## src/rtl/qpsk_symbol_source.sv

```systemverilog
// QPSK framed symbol source: preamble then PRBS-9 payload, zero-stuffed to SPS.
// Optional differential payload encoding under `QPSK_DIFF_ENC_EN.
module qpsk_symbol_source #(
  parameter int          SPS          = 8,
  parameter int          BIT_OUT      = 14,
  parameter int          AMP          = 4096,
  parameter int          PREAMBLE_LEN = 16,
  parameter logic [8:0]  PRBS_SEED    = 9'h1FF
) (
  input  logic                      CLOCK_50,
  input  logic                      SW,
  input  logic                      EN,
  input  logic                      OUT_READY,
  output logic                      OUT_VALID,
  output logic signed [BIT_OUT-1:0] I_OUT,
  output logic signed [BIT_OUT-1:0] Q_OUT,
  output logic                      SYM_START,
  output logic                      PREAMBLE_ACT,
  output logic [15:0]               SYM_CNT
);

  localparam int PW = $clog2(SPS);
  localparam int CW = $clog2(PREAMBLE_LEN + 1);

  localparam logic signed [BIT_OUT-1:0] POS = BIT_OUT'(AMP);
  localparam logic signed [BIT_OUT-1:0] NEG = -POS;
  localparam logic signed [BIT_OUT-1:0] ZER = '0;

  typedef enum logic [1:0] {
    IDLE,
    PREAMBLE,
    PAYLOAD,
    DRAIN
  } state_t;

  state_t                    state_q;
  logic                      valid_q;
  logic signed [BIT_OUT-1:0] i_q;
  logic signed [BIT_OUT-1:0] q_q;
  logic                      ss_q;
  logic                      pa_q;
  logic [15:0]               cnt_q;
  logic [PW-1:0]             ph_q;
  logic [CW-1:0]             pidx_q;
  logic [8:0]                prbs_q;

  logic                      xfer;
  logic                      last;
  logic                      go_stop;
  logic                      go_pre;
  logic                      go_pay;
  logic [CW-1:0]             pidx_d;
  logic [PW-1:0]             ph_d;
  logic                      b0;
  logic                      b1;
  logic [8:0]                s1;
  logic [8:0]                prbs_d;
  logic                      pay_ni;
  logic                      pay_nq;

`ifdef QPSK_DIFF_ENC_EN
  logic [1:0]                acc_q;
  logic [1:0]                acc_d;
  logic [1:0]                inc;
`endif

  assign OUT_VALID    = valid_q;
  assign I_OUT        = i_q;
  assign Q_OUT        = q_q;
  assign SYM_START    = ss_q;
  assign PREAMBLE_ACT = pa_q;
  assign SYM_CNT      = cnt_q;

  always_comb begin
    xfer    = valid_q && OUT_READY;
    last    = ph_q == PW'(SPS - 1);
    ph_d    = ph_q + 1'b1;
    pidx_d  = pidx_q + 1'b1;
    go_stop = last && ((state_q == DRAIN) || !EN);
    go_pre  = last && !go_stop && (state_q == PREAMBLE)
              && (pidx_q != CW'(PREAMBLE_LEN - 1));
    go_pay  = last && !go_stop && !go_pre;
    // two PRBS bits per symbol: first drives I, second drives Q
    b0      = prbs_q[8];
    s1      = {prbs_q[7:0], prbs_q[8] ^ prbs_q[4]};
    b1      = s1[8];
    prbs_d  = {s1[7:0], s1[8] ^ s1[4]};
`ifdef QPSK_DIFF_ENC_EN
    unique case ({b0, b1})
      2'b00:   inc = 2'd0;
      2'b01:   inc = 2'd1;
      2'b11:   inc = 2'd2;
      default: inc = 2'd3;
    endcase
    acc_d   = ((state_q == PREAMBLE) ? 2'd0 : acc_q) + inc;
    pay_ni  = acc_d[0] ^ acc_d[1];
    pay_nq  = acc_d[1];
`else
    pay_ni  = b0;
    pay_nq  = b1;
`endif
  end

  always_ff @(posedge CLOCK_50 or negedge SW) begin
    if (!SW) begin
      state_q <= IDLE;
      valid_q <= 1'b0;
      i_q     <= ZER;
      q_q     <= ZER;
      ss_q    <= 1'b0;
      pa_q    <= 1'b0;
      cnt_q   <= '0;
      ph_q    <= '0;
      pidx_q  <= '0;
      prbs_q  <= PRBS_SEED;
`ifdef QPSK_DIFF_ENC_EN
      acc_q   <= 2'd0;
`endif
    end else if (state_q == IDLE) begin
      if (EN) begin
        state_q <= PREAMBLE;
        valid_q <= 1'b1;
        i_q     <= POS;
        q_q     <= POS;
        ss_q    <= 1'b1;
        pa_q    <= 1'b1;
        cnt_q   <= '0;
        ph_q    <= '0;
        pidx_q  <= '0;
        prbs_q  <= PRBS_SEED;
      end
    end else if (xfer) begin
      if (ph_q == '0) cnt_q <= cnt_q + 16'd1;
      unique case (1'b1)
        !last: begin
          ph_q <= ph_d;
          i_q  <= ZER;
          q_q  <= ZER;
          ss_q <= 1'b0;
          if (!EN) state_q <= DRAIN;
        end
        go_stop: begin
          state_q <= IDLE;
          valid_q <= 1'b0;
          i_q     <= ZER;
          q_q     <= ZER;
          ss_q    <= 1'b0;
          pa_q    <= 1'b0;
          ph_q    <= '0;
        end
        go_pre: begin
          pidx_q <= pidx_d;
          ph_q   <= '0;
          ss_q   <= 1'b1;
          i_q    <= pidx_d[0] ? NEG : POS;
          q_q    <= pidx_d[0] ? NEG : POS;
        end
        go_pay: begin
          state_q <= PAYLOAD;
          pa_q    <= 1'b0;
          ph_q    <= '0;
          ss_q    <= 1'b1;
          prbs_q  <= prbs_d;
          i_q     <= pay_ni ? NEG : POS;
          q_q     <= pay_nq ? NEG : POS;
`ifdef QPSK_DIFF_ENC_EN
          acc_q   <= acc_d;
`endif
        end
        default: ;
      endcase
    end else if (!EN && state_q != DRAIN) begin
      state_q <= DRAIN;
    end
  end

endmodule

```

## config.mk

```make
export PLATFORM = sky130hd
export DESIGN_NAME = qpsk_symbol_source
export DESIGN_NICKNAME = d
export VERILOG_FILES = /design/src/rtl/qpsk_symbol_source.sv
export SDC_FILE = /design/constraint.sdc
export NUM_CORES = 1
export LEC_CHECK = 0
export CORE_AREA = 2 2 77 94
export CTS_BUF_LIST = sky130_fd_sc_hd__clkbuf_8 sky130_fd_sc_hd__clkbuf_16
export DETAILED_ROUTE_END_ITERATION = 6
export DIE_AREA = 0 0 79 96
export SYNTH_ARGS = -nofsm -noshare
export SYNTH_HDL_FRONTEND = slang
export SYNTH_SLANG_ARGS = --single-unit
```

## constraint.sdc

```tcl
create_clock -name CLOCK_50 -period 2.6 [get_ports CLOCK_50]
set_input_delay 0.52 -clock CLOCK_50 [delete_from_list [all_inputs] [get_ports CLOCK_50]]
set_output_delay 0.52 -clock CLOCK_50 [all_outputs]
set_load 0.01 [all_outputs]
```

==> out/results.txt, run 1 <==
Crit-path max FO: 15
Seq/Total Area, Yosys: 43.3%
Detailed Route WL: 4940 µm
Final Hold Vio Count: 0
Post-synth EDFFs: 0
VDD IR max: 226 µV
Tot GR Track Use: 13.9%
Syn Area/Cell: 9.10 µm²
CTS root buf: clkbuf_8
PD cells: 601 nW/µm²
# resized after CTS: 0
Crit path kind: flop to flop
Clk slew on worst S/H paths: 0.08 ns
GPL Wtd Cong: 0.761
Slew @ Worst Pin: 1.03 ns
CP required: 2.78 ns
Fin nets: 300
Worst Setup End Kind: flop
Synth cell types: 47
Initial antenna violation count: 0
Slew headroom: 31.6%
Max Cap Violations: 0
CTS Sinks: 41
Routed length per instance: 13.1 µm
Die span in x: 79 µm
Detailed Place HPWL: 3480 µm
Setup TNS: 0 ns
Area growth from synthesis to layout: 15.0%
RSZ-0062 raised after global routing: no
R2r setup slk: 0.40 ns
HP Class: input port to asynchronous set/reset pin
Number of diodes: 0
CTS tree: yes
Via count: 1,859
I/O pin count: 51
First-pass GRT wire length: 8290 µm
Yosys reg bits: 41
DRC Markers: 0
Setup-failing EPs final: 0
Max-slew violations: 0
Critical Path Source Type: flop
Mapped cell area: 2390 µm²
Fin util: 41.1%
Crit Reg-Reg Endpoint: SYM_CNT[15]$_DFFE_PN0P_
GRT overflow: 0
Leak pwr: 1.17 nW
Largest net degree at the start of global routing: 42
Vias in the first global route: 1,775
Number of setup buffers added after CTS: 0
Worst r2r path cells: 5
FF-to-FF Start: state_q[1]$_DFFE_PN0P_
Layout Skew: 0.00728 ns
# port buffers: 26
CORE AREA: 6690 µm²
Share of cells above drive strength 1: 10.7%
Tcrit/Tclk final: 84.6%
Top_reg_cell synth: dfrtp_1
TritonCTS Buffers: 5
Critical path arrival: 2.38 ns
Status: completed
H-tree depth: 2
FF/Latch Area: 1040 µm²
Initial Utilization: 35.8%
Remaining antenna violation count: 0
Multi-input gate area in the final layout: 1170 µm²
Die H: 96 µm
Post-cts hold buffer count: 0
DIE AREA: 7580 µm²
Tmin final: 2.20 ns
Num rows: 33
CTS Buffer Depth: 2
Most frequent cells in the layout: dfrtp_1, nor2_1, clkdlybuf4s50_1
Via density: 4.92
DRT Pass-1 Iters: 4
Clk Latency, worst-skew pair: 0.29 ns
FILL cells: 689
Asr flop ratio synth: 100%
Commonest non-fill, non-tap cell in the layout: dfrtp_1
Post-Synthesis Cells: 263
Ys Warns: 0
FMAX: 454 MHz
DRT iter0 DRCs: 129
==> synth_stat cells (2+ instances only) <==
cell / count / area, µm²
dfrtp_1: 32 / 801
buf_4: 26 / 195
nor2_1: 26 / 97.6
nand2_1: 24 / 90.1
a21oi_1: 22 / 110
o21ai_0: 18 / 90.1
nand3_1: 10 / 50.1
dfstp_2: 9 / 236
inv_1: 8 / 30.0
or3_1: 8 / 50.1
clkbuf_1: 6 / 22.5
ha_1: 6 / 75.1
buf_2: 5 / 25.0
o31ai_1: 5 / 37.5
or4_1: 5 / 37.5
a21o_1: 4 / 30.0
a22o_1: 4 / 35.0
nand4_1: 4 / 25.0
a31oi_1: 3 / 18.8
nand2b_1: 3 / 18.8
nor2b_1: 3 / 18.8
xnor2_1: 3 / 26.3
and3_1: 2 / 12.5
mux2i_1: 2 / 20.0
nor4_2: 2 / 25.0
o21a_1: 2 / 15.0
==> worst max-delay path, cell delays in order, from the launching register on <==
cell	delay [ns]
dfrtp_1	0.55
o211a_1	0.31
o22ai_1	0.78
buf_4	0.26
nor4_2	0.05
mux2i_1	0.14
==> cell type report <==
cell class / count / area share (%)
repair buffers: 34 / 11.5
clock buffers: 6 / 3.00
inverters: 8 / 1.09
multi-input cells: 200 / 42.5
clock inverters: 2 / 0.273
well taps: 87 / 3.96
flip-flops and latches: 41 / 37.7
==> cell families (layout without fill, tap and decap cells) <==
group                      count (synthesis)  after routing  synth area share (%)
and+or+nand+nor                           98             98                  21.7
AOI/OAI and AO/OA                         67             67                  18.3
buffers and inverters                     45             50                  11.4
DFF                                       41             41                  43.3
adders and majority gates                  6              6                  3.14
xor gates and xnor gates                   3              3                  1.10
muxes                                      2              2                 0.836
other                                      1             24                 0.157
==> where the power goes <==
group | internal, mW | leakage [nW] | switching (mW)
sequential | 0.718 | 0.518 | 0.102
combinational | 0.190 | 0.603 | 0.217
clock | 0.209 | 0.0538 | 0.218
==> sequential cells by signal, summed over array words and instances (netlist names) <==
name,flops
SYM_CNT,16
PREAMBLE_ACT,1
pidx_q,5
prbs_q,9
SYM_START,1
I_OUT,1
Q_OUT,2
OUT_VALID,1
ph_q,3
state_q,2
==> per-layer routing <==
layer  vias to the layer above  GRT usage, %  share of wire (%)
met1                       881          16.2                 44
met4                         0          5.46                1.3
met2                        38          25.1                 51
met5                         -             0                  0
li1                        935             -                  -
met3                         5          2.53                3.5
==> worst max-delay path by stage <==
stage / startpoint / end / depth (start not counted)
2_1_floorplan: pidx_q[0]$_DFFE_PN0P_ / pidx_q[3]$_DFFE_PN0P_ / 6
3_3_place_gp: EN / SYM_CNT[15]$_DFFE_PN0P_ / 6
3_5_place_dp: EN / SYM_CNT[15]$_DFFE_PN0P_ / 6
4_1_cts: state_q[1]$_DFFE_PN0P_ / SYM_CNT[15]$_DFFE_PN0P_ / 5
5_1_grt: state_q[1]$_DFFE_PN0P_ / SYM_CNT[7]$_DFFE_PN0P_ / 5
6_report: state_q[1]$_DFFE_PN0P_ / SYM_CNT[15]$_DFFE_PN0P_ / 5
==> stage by stage <==
stage | total power [mW] | hold slack (ns) | cell area, µm² | setup slack, ns | std cells
after detailed placement | 1.24 | 0.485 | 2660 | 0.0705 | 370
after CTS | 1.67 | 0.404 | 2750 | 0.370 | 378
after global routing | 1.77 | 0.438 | 2750 | 0.173 | 378
after global placement | 1.23 | 0.465 | 2660 | 0.132 | 370
after floorplan | 1.09 | 0.224 | 2480 | 0.636 | 286
final | 1.65 | 0.362 | 2750 | 0.399 | 378
Power figures use the tool's default switching activity.
==> run 2: changes to the inputs <==
==> constraint.sdc (replaced) <==
create_clock -name CLOCK_50 -period 1.75 [get_ports CLOCK_50]
set_input_delay 0.35 -clock CLOCK_50 [delete_from_list [all_inputs] [get_ports CLOCK_50]]
set_output_delay 0.35 -clock CLOCK_50 [all_outputs]
set_load 0.01 [all_outputs]
==> run 2 against run 1 <==
  * The run now ends with setup timing left
  * Clock power increased by 91%
  * Critical path depth rose by 2
  * First-iteration DRC count down 74%
  * Via count increased by 12%
  * Hold slack got worse by 0.25 ns
  * Critical endpoint is now SYM_CNT[7]$_DFFE_PN0P_
  * Final area up 21%
  * Largest power group unchanged
  * Highest routed layer unchanged
  * Global-route usage up 1.6 points
  * Wire length is 17% higher
  * Sequential share of layout area fell by 6.3 points
  * Die area is the same
==> out/results.txt, run 2 (synthesized netlist as in run 1, its figures left out) <==
Via density: 4.98 (was 4.92)
CP required: 1.97 ns (was 2.78 ns)
Via count: 2,076 (was 1,859)
Tmin final: 1.79 ns (was 2.20 ns)
TritonCTS Buffers: 5 (unchanged)
GRT overflow: 0 (unchanged)
DRT iter0 DRCs: 34 (was 129)
DIE AREA: 7580 µm² (unchanged)
HP Class: input port to asynchronous set/reset pin (unchanged)
Initial antenna violation count: 0 (unchanged)
I/O pin count: 51 (unchanged)
Final Cell Area: 3320 µm² (was 2750 µm²)
Crit path kind: flop to flop (unchanged)
CTS tree: yes (unchanged)
Largest net degree at the start of global routing: 42 (unchanged)
Fin util: 49.7% (was 41.1%)
PD cells: 893 nW/µm² (was 601 nW/µm²)
Initial Utilization: 35.8% (unchanged)
RSZ-0062 raised after global routing: yes (was no)
Tcrit/Tclk final: 103% (was 84.6%)
VDD IR max: 324 µV (was 226 µV)
CTS Sinks: 41 (unchanged)
Fin nets: 339 (was 300)
Crit Reg-Reg Endpoint: SYM_CNT[7]$_DFFE_PN0P_ (was SYM_CNT[15]$_DFFE_PN0P_)
FMAX: 557 MHz (was 454 MHz)
Number of diodes: 0 (unchanged)
Vias in the first global route: 1,997 (was 1,775)
Share of cells above drive strength 1: 33.9% (was 10.7%)
R2r setup slk: -0.04 ns (was 0.40 ns)
CTS root buf: clkbuf_8 (unchanged)
Pre-CTS worst setup slack: -0.346 ns (was 0.0705 ns)
Worst r2r path cells: 7 (was 5)
Critical path arrival: 2.02 ns (was 2.38 ns)
Failing checks: setup timing
Detailed Route WL: 5800 µm (was 4940 µm)
CTS Buffer Depth: 2 (unchanged)
Commonest non-fill, non-tap cell in the layout: buf_4 (was dfrtp_1)
Post-cts hold buffer count: 0 (unchanged)
Status: complete, but fails checks (was completed)
Leak pwr: 1.42 nW (was 1.17 nW)
Die H: 96 µm (unchanged)
Clk slew on worst S/H paths: 0.08 ns (about the same)
First-pass GRT wire length: 9150 µm (was 8290 µm)
Largest register FFs: 16 (unchanged)
GPL Wtd Cong: 0.754 (was 0.761)
H-tree depth: 2 (unchanged)
Num rows: 33 (unchanged)
DRT Pass-1 Iters: 4 (unchanged)
Final Hold Vio Count: 0 (unchanged)
Max-slew violations: 0 (unchanged)
Worst Setup End Kind: flop (unchanged)
DRC Markers: 0 (unchanged)
Detailed Place HPWL: 3980 µm (was 3480 µm)
Tot GR Track Use: 15.4% (was 13.9%)
Worst Slack Setup Final: -0.0447 ns (was 0.399 ns)
Cell Area, Placed: 2950 µm² (was 2660 µm²)
# port buffers: 26 (unchanged)
Most frequent cells in the layout: buf_4, dfrtp_1 (was dfrtp_1, nor2_1, clkdlybuf4s50_1)
FF-to-FF Start: ph_q[0]$_DFFE_PN0P_ (was state_q[1]$_DFFE_PN0P_)
Area growth from synthesis to layout: 38.9% (was 15.0%)
FILL cells: 650 (was 689)
Clk Latency, worst-skew pair: 0.29 ns (about the same)
Crit-path max FO: 5 (was 15)
Worst hold slack: 0.116 ns (was 0.362 ns)
Critical Path Source Type: flop (unchanged)
Setup-failing EPs final: 3 (was 0)
Slew @ Worst Pin: 0.527 ns (was 1.03 ns)
Layout Skew: 0.00379 ns (was 0.00728 ns)
Max Cap Violations: 0 (unchanged)
Slew headroom: 64.9% (was 31.6%)
Multi-input gate area in the final layout: 1370 µm² (was 1170 µm²)
FF/Latch Area: 1040 µm² (about the same)
Remaining antenna violation count: 0 (unchanged)
Routed length per instance: 13.9 µm (was 13.1 µm)
Die span in x: 79 µm (unchanged)
CORE AREA: 6690 µm² (unchanged)
run 2: cell types whose count changed in the layout (fill, tap and decap cells not counted), moves of 4 or more:
cell	delta
a21oi_2	+8
dfrtp_2	+6
or3_4	+4
buf_4	+31
ha_1	-5
a21oi_1	-8
buf_6	+7
dfrtp_1	-6
or3_1	-4
run 2: final cells by class:
type                            instances  area share, %
Inverter                                8          0.903
Multi-Input combinational cell        200           41.2
Clock inverter                          2           1.13
Clock buffer                            6           2.48
Timing Repair Buffer                   73           19.5
Sequential cell                        41           31.4
Tap cell                               87           3.27
run 2: through the flow:
step | std cells | power (mW) | TNS, ns
2_1_floorplan | 286 | 1.64 | -0.0170
3_3_place_gp | 401 | 1.99 | -7.85
3_5_place_dp | 401 | 2.02 | -8.80
4_1_cts | 414 | 2.91 | -0.0893
5_1_grt | 417 | 3.17 | -1.30
6_report | 417 | 2.97 | -0.0704
run 2: power by group:
group	switching (mW)	internal (mW)	total (mW)
Clock	0.353	0.464	0.817
Combinational	0.453	0.501	0.954
Sequential	0.129	1.07	1.20
run 2: critical path, cell delays in order (launching register included):
cell and delay (ns):
dfrtp_1 0.41, inv_1 0.07, ha_2 0.16, nor2b_4 0.18, o22ai_4 0.09, buf_6 0.14, or4_4 0.51, a21oi_2 0.15
run 2: worst max path at each step:
| stage | start | end | slack (ns) | cells after the start |
|---|---|---|---|---|
| 2_1_floorplan | pidx_q[0]$_DFFE_PN0P_ | pidx_q[3]$_DFFE_PN0P_ | -0.02 | 6 |
| 3_3_place_gp | OUT_READY | pidx_q[3]$_DFFE_PN0P_ | -0.34 | 6 |
| 4_1_cts | ph_q[0]$_DFFE_PN0P_ | pidx_q[3]$_DFFE_PN0P_ | -0.03 | 6 |
| 6_report | ph_q[0]$_DFFE_PN0P_ | SYM_CNT[7]$_DFFE_PN0P_ | -0.04 | 7 |
| 3_5_place_dp | EN | SYM_CNT[5]$_DFFE_PN0P_ | -0.35 | 6 |
| 5_1_grt | ph_q[0]$_DFFE_PN0P_ | SYM_CNT[7]$_DFFE_PN0P_ | -0.11 | 7 |
run 2: layer usage:
metal	up-vias	track usage, %	share of wire [%]
li1	1015	-	-
met1	1019	17.9	42
met2	34	27.8	53
met3	8	3.19	2.5
met4	0	6.32	1.8
met5	-	0	0
run 2: repair_timing:
| item | 4_1_cts | 5_1_grt |
|---|---|---|
| pin swaps | 12 | 18 |
| cloned | 0 | 1 |
| endpoints found under the setup margin | 15 | 35 |
| resized for setup | 6 | 47 |
| buffers inserted | 5 | 2 |
==> run 3: changes to the inputs <==
--- a/config.mk
+++ b/config.mk
@@ -9,6 +9,7 @@
 export CTS_BUF_LIST = sky130_fd_sc_hd__clkbuf_8 sky130_fd_sc_hd__clkbuf_16
 export DETAILED_ROUTE_END_ITERATION = 6
 export DIE_AREA = 0 0 79 96
+export MAX_ROUTING_LAYER = met4
 export SYNTH_ARGS = -nofsm -noshare
 export SYNTH_HDL_FRONTEND = slang
 export SYNTH_SLANG_ARGS = --single-unit
==> run 3 against run 2 <==
  * The flow still finishes with violations (setup timing)
  * Clock skew barely moved
  * Global-route usage rose by 0.42 points
  * Sequential power barely moved
  * First-iteration DRC count rose by 8.8%
  * Highest routed layer unchanged
  * Total power rose by 0.16%
  * Utilization did not move
  * Hold slack barely moved
  * Clock power rose by 0.5%
  * Clock-buffer cell count did not move
  * Final area did not move
  * Fmax barely moved
==> out/results.txt, run 3 (synthesized netlist as in run 1, its figures left out) <==
Commonest non-fill, non-tap cell in the layout: buf_4 (unchanged)
Detailed Route WL: 5830 µm (was 5800 µm)
Via count: 2,064 (was 2,076)
DIE AREA: 7580 µm² (unchanged)
CORE AREA: 6690 µm² (unchanged)
CTS root buf: clkbuf_8 (unchanged)
Largest net degree at the start of global routing: 42 (unchanged)
Critical Path Source Type: flop (unchanged)
Num rows: 33 (unchanged)
CTS Sinks: 41 (unchanged)
Slew @ Worst Pin: 0.527 ns (about the same)
PD cells: 895 nW/µm² (was 893 nW/µm²)
Max-slew violations: 0 (unchanged)
Vias in the first global route: 2,001 (was 1,997)
CTS Buffer Depth: 2 (unchanged)
Die span in x: 79 µm (unchanged)
Status: complete, but fails checks (unchanged)
DRC Markers: 0 (unchanged)
Failing checks: setup timing (unchanged)
Via density: 4.95 (was 4.98)
Crit Reg-Reg Endpoint: SYM_CNT[7]$_DFFE_PN0P_ (unchanged)
# port buffers: 26 (unchanged)
Tot GR Track Use: 15.9% (was 15.4%)
Largest register FFs: 16 (unchanged)
FILL cells: 650 (unchanged)
DRT Pass-1 Iters: 4 (unchanged)
R2r setup slk: -0.05 ns (was -0.04 ns)
Switching part of the total: 31.6% (was 31.5%)
Clk slew on worst S/H paths: 0.08 ns (about the same)
Switching Power: 939 µW (was 935 µW)
Comb pwr share: 32.1% (about the same)
Tmin final: 1.80 ns (was 1.79 ns)
Max Cap Violations: 0 (unchanged)
DRT iter0 DRCs: 37 (was 34)
Worst Slack Setup Final: -0.0455 ns (was -0.0447 ns)
Sequential Power Share: 40.3% (about the same)
Fin nets: 339 (unchanged)
VDD IR max: 328 µV (was 324 µV)
TritonCTS Buffers: 5 (unchanged)
First-pass GRT wire length: 9140 µm (was 9150 µm)
Worst r2r path cells: 7 (unchanged)
Leak pwr: 1.42 nW (unchanged)
Crit-path max FO: 5 (unchanged)
Setup-failing EPs final: 2 (was 3)
Detailed Place HPWL: 3980 µm (unchanged)
GPL Wtd Cong: 0.763 (was 0.754)
Pre-CTS worst setup slack: -0.346 ns (unchanged)
Final Hold Vio Count: 0 (unchanged)
CP required: 1.98 ns (was 1.97 ns)
HP Class: input port to asynchronous set/reset pin (unchanged)
I/O pin count: 51 (unchanged)
Area growth from synthesis to layout: 38.9% (unchanged)
Tcrit/Tclk final: 103% (about the same)
Remaining antenna violation count: 0 (unchanged)
Number of diodes: 0 (unchanged)
H-tree depth: 2 (unchanged)
Routed length per instance: 14.0 µm (was 13.9 µm)
Share of cells above drive strength 1: 33.9% (unchanged)
Initial Utilization: 35.8% (unchanged)
FF-to-FF Start: ph_q[0]$_DFFE_PN0P_ (unchanged)
Clk Latency, worst-skew pair: 0.30 ns (was 0.29 ns)
Met2 WL: 3110 µm (was 3090 µm)
RSZ-0062 raised after global routing: yes (unchanged)
Crit path kind: flop to flop (unchanged)
Internal: 2.04 mW (about the same)
Highest Signal Layer: met4 (unchanged)
GRT overflow: 0 (unchanged)
Worst Setup End Kind: flop (unchanged)
FMAX: 557 MHz (about the same)
Cell Area, Placed: 2950 µm² (unchanged)
Power share of the clock group: 27.6% (was 27.5%)
Initial antenna violation count: 0 (unchanged)
Critical path arrival: 2.02 ns (about the same)
Final Cell Area: 3320 µm² (unchanged)
Routed metal-1 wirelength: 2480 µm (was 2450 µm)
Met3 routed WL: 142 µm (was 143 µm)
Most frequent cells in the layout: buf_4, dfrtp_1 (unchanged)
Slew headroom: 64.9% (about the same)
Die H: 96 µm (unchanged)
CTS tree: yes (unchanged)
Layout Skew: 0.00378 ns (was 0.00379 ns)
[run 3: cell counts in the layout (fill, tap and decap cells not counted)]
Identical to the previous run, type by type.
[run 3: metal layers]
layer	GRT usage, %	vias up
met4	6.32	0
met3	3.19	8
met2	27.8	32
li1	-	1015
met5	-	-
met1	17.8	1009
[run 3: area by class of cell]
cell class | count | area [µm²] | share of cell area (%)
multi-input cells | 200 | 1370 | 41.2
flip-flops and latches | 41 | 1040 | 31.4
repair buffers | 73 | 649 | 19.5
well taps | 87 | 109 | 3.27
clock buffers | 6 | 82.6 | 2.48
clock inverters | 2 | 37.5 | 1.13
inverters | 8 | 30.0 | 0.903
[run 3: through the flow]
| step | power [mW] | util (%) | setup TNS [ns] | hold WS [ns] | std cells |
|---|---|---|---|---|---|
| floorplan | 1.64 | - | -0.0170 | 0.0544 | 286 |
| finish | 2.97 | 49.7 | -0.0736 | 0.117 | 417 |
| global placement | 1.99 | 44.1 | -7.85 | 0.459 | 401 |
| global route | 3.17 | 49.7 | -1.30 | 0.147 | 417 |
| detailed placement | 2.02 | 44.1 | -8.80 | 0.452 | 401 |
| CTS | 2.91 | 47.0 | -0.0893 | 0.125 | 414 |
[run 3: what timing repair did]
action | in CTS | in global routing
setup endpoints to repair | 15 | 35
pin swaps | 12 | 18
buffers inserted | 5 | 2
hold buffers | 0 | 0
gates cloned | 0 | 1
resized for setup | 6 | 47
[run 3: worst max-delay path by stage]
stage / end / slack [ns] / start / cells after the start
6_report: SYM_CNT[7]$_DFFE_PN0P_ / -0.05 / ph_q[0]$_DFFE_PN0P_ / 7
5_1_grt: SYM_CNT[7]$_DFFE_PN0P_ / -0.11 / ph_q[0]$_DFFE_PN0P_ / 7
4_1_cts: pidx_q[3]$_DFFE_PN0P_ / -0.03 / ph_q[0]$_DFFE_PN0P_ / 6
3_5_place_dp: SYM_CNT[5]$_DFFE_PN0P_ / -0.35 / EN / 6
3_3_place_gp: pidx_q[3]$_DFFE_PN0P_ / -0.34 / OUT_READY / 6
2_1_floorplan: pidx_q[3]$_DFFE_PN0P_ / -0.02 / pidx_q[0]$_DFFE_PN0P_ / 6
[run 3: worst max-delay path, cell delays in order (launching register included)]
cell	delay, ns
dfrtp_1	0.41
inv_1	0.07
ha_2	0.16
nor2b_4	0.18
o22ai_4	0.09
buf_6	0.14
or4_4	0.51
a21oi_2	0.15
[run 3: power groups by stage]
stage | clock network, mW | logic, mW | registers, mW
floorplan | 0 | 0.431 | 1.21
global placement | 0 | 0.785 | 1.20
detailed placement | 0 | 0.817 | 1.21
CTS | 0.851 | 0.860 | 1.20
global route | 0.886 | 1.06 | 1.22
finish | 0.821 | 0.956 | 1.20
